**config.mk**
```make
export PLATFORM = sky130hd
export DESIGN_NAME = delta_controller_input_loader
export DESIGN_NICKNAME = d
export VERILOG_FILES = /design/src/rtl/delta_loader_pkg.sv /design/src/rtl/delta_loader_idx_counter.sv /design/src/rtl/delta_controller_input_loader.sv
export SDC_FILE = /design/constraint.sdc
export NUM_CORES = 1
export LEC_CHECK = 0
export ABC_CLOCK_PERIOD_IN_PS = 2800
export BUFFER_PORTS_ARGS = -buffer_cell sky130_fd_sc_hd__buf_4
export CAP_MARGIN = 25
export CORE_MARGIN = 2
export CORE_UTILIZATION = 38
export DETAILED_ROUTE_END_ITERATION = 7
export PLACE_DENSITY = 0.58
export REMOVE_ABC_BUFFERS = 1
export SLEW_MARGIN = 20
export SYNTH_ARGS = -nofsm -noshare
export SYNTH_HDL_FRONTEND = slang
export SYNTH_SLANG_ARGS = --single-unit
```
**constraint.sdc**
```tcl
create_clock -name clock -period 2.8 [get_ports clock]
set_input_delay 0.14 -clock clock [delete_from_list [all_inputs] [get_ports clock]]
set_output_delay 0.14 -clock clock [all_outputs]
set_load 0.05 [all_outputs]
```
**src/rtl/delta_loader_pkg.sv**
```systemverilog
// Shared types and helpers for the Delta input loader.
package delta_loader_pkg;

  typedef enum logic [2:0] {
    S_IDLE,
    S_CHECK,
    S_RD_LO,
    S_RD_HI,
    S_WR,
    S_ADV,
    S_FINISH
  } state_e;

  localparam int ELEMS_PER_DRAM = 4;
  localparam int ELEMS_PER_SRAM = 8;

  // Round x to a multiple of 8, downward or (up=1) upward.
  function automatic logic [31:0] round8(input logic [31:0] x, input logic up);
    logic [31:0] t;
    t = up ? (x + 32'd7) : x;
    return t & ~32'd7;
  endfunction

endpackage

```
**src/rtl/delta_loader_idx_counter.sv**
```systemverilog
// Nested channel / row / column walker. Column steps by one SRAM word
// (8 elements), rows and channels by one. Intended for reuse by other tile loaders.
module delta_loader_idx_counter #(
  parameter int W = 10
) (
  input  logic         clock,
  input  logic         reset,
  input  logic         clear_i,
  input  logic         en_i,
  input  logic [W-1:0] lim_ch_i,
  input  logic [W-1:0] lim_sz_i,
  output logic [W-1:0] ch_o,
  output logic [W-1:0] r_o,
  output logic [W-1:0] c_o,
  output logic         last_o
);
  import delta_loader_pkg::*;

  logic [W-1:0] ch_q, ch_d, r_q, r_d, c_q, c_d;
  logic         c_wrap, r_wrap;

  // Column fastest, then row, then channel.
  always_comb begin
    c_wrap = (c_q + W'(ELEMS_PER_SRAM)) == lim_sz_i;
    r_wrap = (r_q + W'(1)) == lim_sz_i;
    ch_d   = ch_q;
    r_d    = r_q;
    c_d    = c_q;
    if (clear_i) begin
      ch_d = '0;
      r_d  = '0;
      c_d  = '0;
    end else if (en_i) begin
      if (c_wrap) begin
        c_d = '0;
        if (r_wrap) begin
          r_d  = '0;
          ch_d = ch_q + W'(1);
        end else begin
          r_d = r_q + W'(1);
        end
      end else begin
        c_d = c_q + W'(ELEMS_PER_SRAM);
      end
    end
  end

  // Counter registers.
  always_ff @(posedge clock) begin
    if (reset) begin
      ch_q <= '0;
      r_q  <= '0;
      c_q  <= '0;
    end else begin
      ch_q <= ch_d;
      r_q  <= r_d;
      c_q  <= c_d;
    end
  end

  assign ch_o   = ch_q;
  assign r_o    = r_q;
  assign c_o    = c_q;
  assign last_o = c_wrap && r_wrap && ((ch_q + W'(1)) == lim_ch_i);

endmodule

```
**src/rtl/delta_controller_input_loader.sv**
```systemverilog
// DRAM -> Input SRAM loader: two 32-bit DRAM reads are packed into each
// 64-bit SRAM word, channel by channel in row-major order.
// Optional macro DELTA_LOADER_ZERO_PAD_EN: round sizes up and zero-fill the
// padding instead of truncating to multiples of 8.
module delta_controller_input_loader #(
  parameter int          MAX_IN_CH   = 256,
  parameter int          MAX_FEATURE = 256,
  parameter int          ELEM_W      = 8,
  parameter logic [31:0] SRAM_BASE   = 32'd0,
  localparam int         ICW         = $clog2(MAX_IN_CH) + 1,
  localparam int         SZW         = $clog2(MAX_FEATURE) + 1
) (
  input  logic           clock,
  input  logic           reset,
  input  logic           start,
  input  logic [ICW-1:0] IC_Num,
  input  logic [SZW-1:0] IRC_Size,
  input  logic [31:0]    input_start_address,
  output logic           DRAM_Read,
  output logic [31:0]    DRAM_Address,
  input  logic [31:0]    DRAM_ReadData,
  input  logic           DRAM_ReadDone,
  output logic           Input_SRAM_w_en,
  output logic [31:0]    Input_SRAM_w_addr,
  output logic [63:0]    Input_SRAM_w_d,
  input  logic           Input_SRAM_w_done,
  output logic           busy,
  output logic           finished
);
  import delta_loader_pkg::*;

  // One spare bit so round-up of the widest size still fits.
  localparam int          CW        = ((ICW > SZW) ? ICW : SZW) + 1;
  localparam logic [31:0] DRAM_STEP = 32'(ELEMS_PER_DRAM * ELEM_W / 8);

  state_e         state_q, state_d;
  logic [CW-1:0]  eff_ch_q, eff_ch_d, eff_sz_q, eff_sz_d;
  logic [31:0]    dram_addr_q, dram_addr_d, sram_addr_q, sram_addr_d;
  logic [31:0]    lo_q, lo_d, hi_q, hi_d;
  logic           cnt_clr, cnt_en;
  logic [CW-1:0]  ch, r, c;
  logic           last;
  logic           lo_skip, hi_skip;
  logic [31:0]    lo_mask, hi_mask;
  logic           pad_up;
  logic           unused_idx;

  delta_loader_idx_counter #(.W(CW)) u_idx (
    .clock    (clock),
    .reset    (reset),
    .clear_i  (cnt_clr),
    .en_i     (cnt_en),
    .lim_ch_i (eff_ch_q),
    .lim_sz_i (eff_sz_q),
    .ch_o     (ch),
    .r_o      (r),
    .c_o      (c),
    .last_o   (last)
  );

  // Completion is decided from ch against eff_ch; last is kept for other loaders.
  assign unused_idx = ^{r, c, last};

`ifdef DELTA_LOADER_ZERO_PAD_EN
  logic [ICW-1:0] ic_q;
  logic [SZW-1:0] sz_q;
  logic           pad_word;

  assign pad_up = 1'b1;

  // Raw sizes are needed to locate the padding region.
  always_ff @(posedge clock) begin
    if (reset) begin
      ic_q <= '0;
      sz_q <= '0;
    end else if (state_q == S_IDLE && start) begin
      ic_q <= IC_Num;
      sz_q <= IRC_Size;
    end
  end

  // Skip decisions and per-byte masks for the current word's two halves.
  always_comb begin
    pad_word = (ch >= CW'(ic_q)) || (r >= CW'(sz_q));
    lo_skip  = pad_word || (c >= CW'(sz_q));
    hi_skip  = pad_word || ((c + CW'(ELEMS_PER_DRAM)) >= CW'(sz_q));
    lo_mask  = '0;
    hi_mask  = '0;
    for (int k = 0; k < ELEMS_PER_DRAM; k++) begin
      lo_mask[k*ELEM_W +: ELEM_W] =
        ((c + CW'(k)) < CW'(sz_q)) ? {ELEM_W{1'b1}} : {ELEM_W{1'b0}};
      hi_mask[k*ELEM_W +: ELEM_W] =
        ((c + CW'(ELEMS_PER_DRAM + k)) < CW'(sz_q)) ? {ELEM_W{1'b1}} : {ELEM_W{1'b0}};
    end
  end
`else
  assign pad_up  = 1'b0;
  assign lo_skip = 1'b0;
  assign hi_skip = 1'b0;
  assign lo_mask = '1;
  assign hi_mask = '1;
`endif

  // Next-state and datapath updates.
  always_comb begin
    state_d     = state_q;
    eff_ch_d    = eff_ch_q;
    eff_sz_d    = eff_sz_q;
    dram_addr_d = dram_addr_q;
    sram_addr_d = sram_addr_q;
    lo_d        = lo_q;
    hi_d        = hi_q;
    cnt_clr     = 1'b0;
    cnt_en      = 1'b0;
    case (state_q)
      S_IDLE: begin
        if (start) begin
          eff_ch_d    = CW'(round8(32'(IC_Num), pad_up));
          eff_sz_d    = CW'(round8(32'(IRC_Size), pad_up));
          dram_addr_d = input_start_address;
          sram_addr_d = SRAM_BASE;
          cnt_clr     = 1'b1;
          state_d     = S_CHECK;
        end
      end
      S_CHECK: begin
        if (ch == eff_ch_q || eff_sz_q == '0) begin
          state_d = S_FINISH;
        end else if (lo_skip) begin
          // lo skipped implies hi skipped: column c+4 is past c.
          lo_d    = '0;
          hi_d    = '0;
          state_d = S_WR;
        end else begin
          state_d = S_RD_LO;
        end
      end
      S_RD_LO: begin
        if (DRAM_ReadDone) begin
          lo_d        = DRAM_ReadData & lo_mask;
          dram_addr_d = dram_addr_q + DRAM_STEP;
          if (hi_skip) begin
            hi_d    = '0;
            state_d = S_WR;
          end else begin
            state_d = S_RD_HI;
          end
        end
      end
      S_RD_HI: begin
        if (DRAM_ReadDone) begin
          hi_d        = DRAM_ReadData & hi_mask;
          dram_addr_d = dram_addr_q + DRAM_STEP;
          state_d     = S_WR;
        end
      end
      S_WR: begin
        if (Input_SRAM_w_done) state_d = S_ADV;
      end
      S_ADV: begin
        sram_addr_d = sram_addr_q + 32'(ELEMS_PER_SRAM);
        cnt_en      = 1'b1;
        state_d     = S_CHECK;
      end
      S_FINISH: state_d = S_IDLE;
      default:  state_d = S_IDLE;
    endcase
  end

  // State and datapath registers; reset drops any in-flight request.
  always_ff @(posedge clock) begin
    if (reset) begin
      state_q     <= S_IDLE;
      eff_ch_q    <= '0;
      eff_sz_q    <= '0;
      dram_addr_q <= '0;
      sram_addr_q <= '0;
      lo_q        <= '0;
      hi_q        <= '0;
    end else begin
      state_q     <= state_d;
      eff_ch_q    <= eff_ch_d;
      eff_sz_q    <= eff_sz_d;
      dram_addr_q <= dram_addr_d;
      sram_addr_q <= sram_addr_d;
      lo_q        <= lo_d;
      hi_q        <= hi_d;
    end
  end

  assign DRAM_Read         = (state_q == S_RD_LO) || (state_q == S_RD_HI);
  assign DRAM_Address      = dram_addr_q;
  assign Input_SRAM_w_en   = (state_q == S_WR);
  assign Input_SRAM_w_addr = sram_addr_q;
  assign Input_SRAM_w_d    = {hi_q, lo_q};
  assign busy              = (state_q != S_IDLE);
  assign finished          = (state_q == S_FINISH);

endmodule

```
Yosys cells after proc, flatten, opt, wreduce, memory -nomap -nowiden --
Index checks and enable logic that the tools add are counted. Widths: inputs -> output; s select.
Operators by class: reduce and logical (&&, ||, !) cells 17, add/sub/neg operators 5, mux-type cells 16, equal/unequal tests 14
Operators with widths (number):
- $pmux 32 s2 | 2
- $mux 32 | 3
- $add 32x3->32 const B | 1
- $add 32x4->32 const B | 1
- $eq 10x9->1 | 3
- $add 10x1->10 const B | 2
- $mux 10 | 2
- $pmux 3 s6 | 1
- $mux 3 | 5
- $add 10x4->10 const B | 1
- $logic_not 10->1 | 1
- $reduce_and 2->1 | 5
- $eq 3x3->1 const B | 3
- $eq 3x2->1 const B | 2
- $ne 2x2->1 const B | 3
- $reduce_and 3->1 | 2
- $ne 2x1->1 const B | 2
- $reduce_and 4->1 | 1
- $reduce_bool 2->1 | 2
- $reduce_or 2->1 | 2
- $eq 3x1->1 const B | 1
- $logic_not 3->1 | 1
- $mux 1 | 3
- $reduce_bool 3->1 | 1
- $logic_or 1x1->1 | 2
Storage, ports and cells: logic and storage cells 62, bits of input ports 87, bits in registers 173, output and inout bits 132

Logic depth before layout (Yosys ltp) --
depth in word-level cells 4, mapped depth 10

Cells and area by module --
A second synthesis with hierarchy kept.
Unflattened totals: cells, all modules 1098, area, all modules 8423.1 sq um
By module, submodules not included:
- delta_controller_input_loader | area an instance 6304.8 sq um, cells an instance 826, sequential area each 2802.7 sq um, instances 1
- delta_loader_idx_counter | area an instance 2118.3 sq um, cells an instance 272, sequential area each 540.5 sq um, instances 1

Worst setup path before layout --
Ideal clock, no wire load.
kind reg-to-reg, from register u_idx.c_q[3], in the netlist u_idx.c_o[3], to register u_idx.ch_q[6], in the netlist u_idx.ch_o[6], slack 300 ps, arrival 2429 ps, library setup time 70 ps, stages on the path, launching flop included 9, clock period less this slack 2500 ps, cells stage by stage dfxtp_1 > ha_1 > nand3_2 > nor4_2 > a211oi_1 > nor4_4 > nand4_4 > or4_1 > a21oi_1
Between the ends: longest elaborated chain between the ends 3
RTL lines:
- from (decl) | RTL line delta_loader_idx_counter.sv:19 | logic [W-1:0] ch_q, ch_d, r_q, r_d, c_q, c_d;
- from (signal assigned) | RTL line delta_loader_idx_counter.sv:53 | c_q <= '0;
- from (signal assigned) | RTL line delta_loader_idx_counter.sv:57 | c_q <= c_d;
- $add 10x4->10 | RTL line delta_loader_idx_counter.sv:24 | c_wrap = (c_q + W'(ELEMS_PER_SRAM)) == lim_sz_i;
- $eq 10x9->1 | RTL line delta_loader_idx_counter.sv:24
- $reduce_and 3->1 (no line)
- to (signal assigned) | RTL line delta_loader_idx_counter.sv:55 | ch_q <= ch_d;
- to (decl) | RTL line delta_loader_idx_counter.sv:19
Every way passes these cells. A chain may end at the register's enable or synchronous reset.

Final worst setup path --
from register eff_sz_q[3], to register u_idx.ch_q[6], in the netlist u_idx.ch_o[6]
Between the ends: longest elaborated chain between the ends 2, elaborated cells on any way between the ends 3, classes of those cells 2 x eq/ne; 1 x reduce/logical
RTL lines:
- from (decl) | RTL line delta_controller_input_loader.sv:37 | logic [CW-1:0] eff_ch_q, eff_ch_d, eff_sz_q, eff_sz_d;
- from (signal assigned) | RTL line delta_controller_input_loader.sv:183 | eff_sz_q <= eff_sz_d;
- $eq 10x9->1 (on tied branches) | RTL line delta_loader_idx_counter.sv:25, delta_loader_idx_counter.sv:24
- $reduce_and 3->1 (no line) (*)
Every way passes the cells marked *; elsewhere a longest branch is shown, timed or not.

==> flow_metrics.env <==
export IMPL_timing_final_crit_share_pct=92.01
export IMPL_hold_viol_final=0
export IMPL_finalSetupTns_ns=0
export IMPL_design_final_nets=1375
export IMPL_timing_setup_critical_path_class="register to register"
export IMPL_floorplan_io_pins=219
export IMPL_min_delay_start="IC_Num[4]"
export IMPL_worst_slew_pin_slew_ns=0.6956
export IMPL_clock_sinks=167
export IMPL_layout_min_cycle_time_ns=2.576
export IMPL_globalplace_congestion=0.8171
export IMPL_hold_path_end="eff_ch_q[4]$_SDFFE_PP0P_"
export IMPL_critPathRequiredTime_ns=3.15
export IMPL_top_cell_type_s_share_of_synthesized_area_pct=42.32
export IMPL_number_of_buffers_added_for_setup_after_cts=0
export IMPL_dp_final_hpwl_mm=16.57
export IMPL_netlist_cell_type_count=63
export IMPL_seq_area_frac_synth_pct=42.32
export IMPL_synthDominantAreaCellType="dfxtp_1"
export IMPL_final_setup_skew_ns=0.01026
export IMPL_yosys_register_bits=167
export IMPL_cellLeakagePower_nw=4.164
export IMPL_cts_root_buf="clkbuf_16"
export IMPL_final_design_area_no_fill_um2=10870
export IMPL_layout_area_overhead_vs_synth_pct=37.54
export IMPL_row_count=52
export IMPL_status="finished, final reports clean"
export IMPL_power_density_cell_area_nw_per_um2=670.6
export IMPL_reg2reg_setup_slack_ns=0.22
export IMPL_grt_max_degree=88
export IMPL_post_route_cells_drive_above_1_share_pct=22.93
export IMPL_ff2ff_path_depth=7
export IMPL_num_antenna_cells=0
export IMPL_die_area_um2=21960
export IMPL_layout_common_cells="nand2_1, buf_4, dfxtp_1"
export IMPL_cp_slowest_stage_delay_ns=0.53
export IMPL_gr_usage_all_layers_pct=21.62
export IMPL_cts_root_to_sink_buffers=2
export IMPL_crit_chain="and3b_1 -> or4_1 -> a21oi_1 -> o311ai_1 -> nand2b_2 -> or4_1 -> a21oi_1"
export IMPL_drt_pass1_iter_count=5
export IMPL_synth_edff_count=0
export IMPL_crit_path_arrival_time_ns=2.92
export IMPL_crit_path_end_kind="register"
export IMPL_setup_repair_after_global_routing_missed_its_margin="false"
export IMPL_startpoint_type="register"
export IMPL_worst_max_slew_margin_expressed_relative_to_the_limit_pct=53.52
export IMPL_synth_area_leaders="dfxtp_1, nand2_1, a21oi_1"
export IMPL_post_drt_via_cell_ratio=5.152
export IMPL_post_synth_cell_area_avg_um2=7.545
export IMPL_port_buffers=209
export IMPL_crit_path_max_fanout=11
export IMPL_count_of_h_tree_levels_built_during_cts=4
export IMPL_first_pass_grt_wire_length_mm=38.85
export IMPL_postLayoutCoreUtil_pct=53.53
export IMPL_cts_inserted_buffers=17
export IMPL_core_area_um2=20300
export IMPL_drt_first_iter_violations=432
export IMPL_netlist_area_um2=7900
export IMPL_antenna_found_initial=0
export IMPL_routed_wl_mm=24.06
export IMPL_crit_reg2reg_launch="eff_sz_q[3]$_SDFFE_PP0P_"
export IMPL_drv_slew=0
export IMPL_cpMaxStageDelayCell="or4_1"
export IMPL_report_final_setup_viol=0
export IMPL_rr_endpoint="u_idx.ch_o[6]$_SDFFE_PP0P_"
export IMPL_globalRoute_totalOverflow=0
export IMPL_fill_cells=1995
export IMPL_placed_area_um2=9753
export IMPL_yosysWarnings=0
export IMPL_type_of_the_tightest_min_delay_check="input pin to register"
export IMPL_insertion_delay_ns=0.43
export IMPL_drcViolationCount=0
export IMPL_worst_ir_drop_vdd_mv=0.4853
export IMPL_startpoint="eff_sz_q[3]$_SDFFE_PP0P_"
export IMPL_report_power_total_mw=7.286
export IMPL_ant_nets=0
export IMPL_synthCells=1047
export IMPL_asyncSetResetFlopFracSynth_pct=0
export IMPL_die_y_um=148.2
export IMPL_synth_main_ff_cell="dfxtp_1"
export IMPL_tritoncts="built"
export IMPL_timing_fmax_ghz=0.3882
export IMPL_clkTransAtPathRegs_ns=0.07
export IMPL_routedWlPerCell_um=15.37
export IMPL_final_common_cell="nand2_1"
export IMPL_whs_path_depth=3
export IMPL_drv_cap=0
export IMPL_start_util_pct=38.92
export IMPL_routed_via_count=8063
export IMPL_die_w_um=148.2
export IMPL_number_of_global_route_vias_before_repair=7497
-- kinds of logic after synthesis --
group / after synthesis / share of synthesized area (%)
simple gates: 487 / 28.68
fa+ha+maj: 6 / 0.9502
mux: 11 / 1.505
compound gates: 259 / 19.34
xor+xnor: 21 / 2.328
other cells: 1 / 0.04747
buf+inv: 95 / 4.831
flops: 167 / 42.32
-- routing by layer --
metal | vias up | global-route usage (%) | share of wire [%]
met3 | 15 | 4.939 | 4.6
met1 | 3760 | 28.44 | 45
met2 | 167 | 36.46 | 49
met5 | - | 0 | 0
met4 | 0 | 4.571 | 0.80
li1 | 4121 | - | -
-- Yosys cell counts, types with 3 or more instances --
master    count
nand3_1      53
a311oi_1      6
a211oi_1     15
o21ai_0      32
a22oi_1       4
o21bai_1      3
inv_1        19
nand2b_1      3
o211ai_1      7
xnor2_1      13
or4_1         8
buf_2         5
a31oi_1      11
a21oi_1     139
a21o_1        5
nor3_1       20
buf_4         5
and3_1       13
xor2_1        8
or3_1         7
nand3b_1      4
buf_1         5
mux2i_1       4
nor4_1        6
dfxtp_1     167
nor2_1       81
o31a_1        3
and4_1        8
ha_1          6
mux2_2        5
nor2b_1       4
clkbuf_1     61
o31ai_1      10
o21a_1        3
o22ai_1       6
nand2_1     243
or2_2         6
nand4_1      17
-- per-stage QoR --
step	hold slack [ns]	worst slack, ns	std cells
after floorplan	0.2091	-0.7222	973
after global placement	0.3905	0.1949	1483
after global routing	0.03326	0.04706	1565
after detailed placement	0.3976	0.1709	1483
final	0.02713	0.2237	1565
after CTS	0.01988	0.1265	1565
-- timing repair --
action                     CTS  global route
resized for setup            0             2
hold endpoints to repair    82             0
hold buffers                50             0
setup endpoints to repair    0             5
-- final cells by class --
| type | instances | area (µm²) | share of cell area [%] |
|---|---|---|---|
| clock buffer | 17 | 425.4 | 3.915 |
| timing repair buffer | 290 | 2315 | 21.30 |
| sequential | 167 | 3343 | 30.77 |
| tap | 270 | 337.8 | 3.109 |
| multi-input combinational | 787 | 4192 | 38.58 |
| inverter | 19 | 71.32 | 0.6564 |
| clock inverter | 15 | 181.4 | 1.670 |
-- flip-flops by register name, indices dropped and copies added, names as in the netlist --
| name | count |
|---|---|
| DRAM_Address | 32 |
| hi_q | 32 |
| lo_q | 32 |
| Input_SRAM_w_addr | 29 |
| u_idx.ch_o | 10 |
| u_idx.r_o | 10 |
| u_idx.c_o | 7 |
| eff_ch_q | 6 |
| eff_sz_q | 6 |
| state_q | 3 |
-- power by group --
part	leakage (nW)	total, mW	internal, mW	switching [mW]
combinational	2.52	2.07	0.687	1.38
sequential	1.35	2.79	2.56	0.223
clock	0.293	2.44	1.36	1.08
-- critical path: cells and delay by family (launching register included) --
family	cells	cell delay [ns]
AO/OA/AOI/OAI	3	0.51
AND/OR/NAND/NOR	4	1.55
flip-flops	1	0.44
-- how the worst max path moves through the flow --
stage | end | slack [ns] | cells past startpoint
after floorplan | hi_q[0]$_SDFFE_PP0P_ | -0.72 | 5
after global placement | u_idx.ch_o[1]$_SDFFE_PP0P_ | 0.19 | 9
after detailed placement | u_idx.ch_o[1]$_SDFFE_PP0P_ | 0.17 | 9
after CTS | u_idx.ch_o[1]$_SDFFE_PP0P_ | 0.13 | 9
after global routing | u_idx.ch_o[8]$_SDFFE_PP0P_ | 0.05 | 8
final | u_idx.ch_o[6]$_SDFFE_PP0P_ | 0.22 | 7
Power figures use the tool's default switching activity.
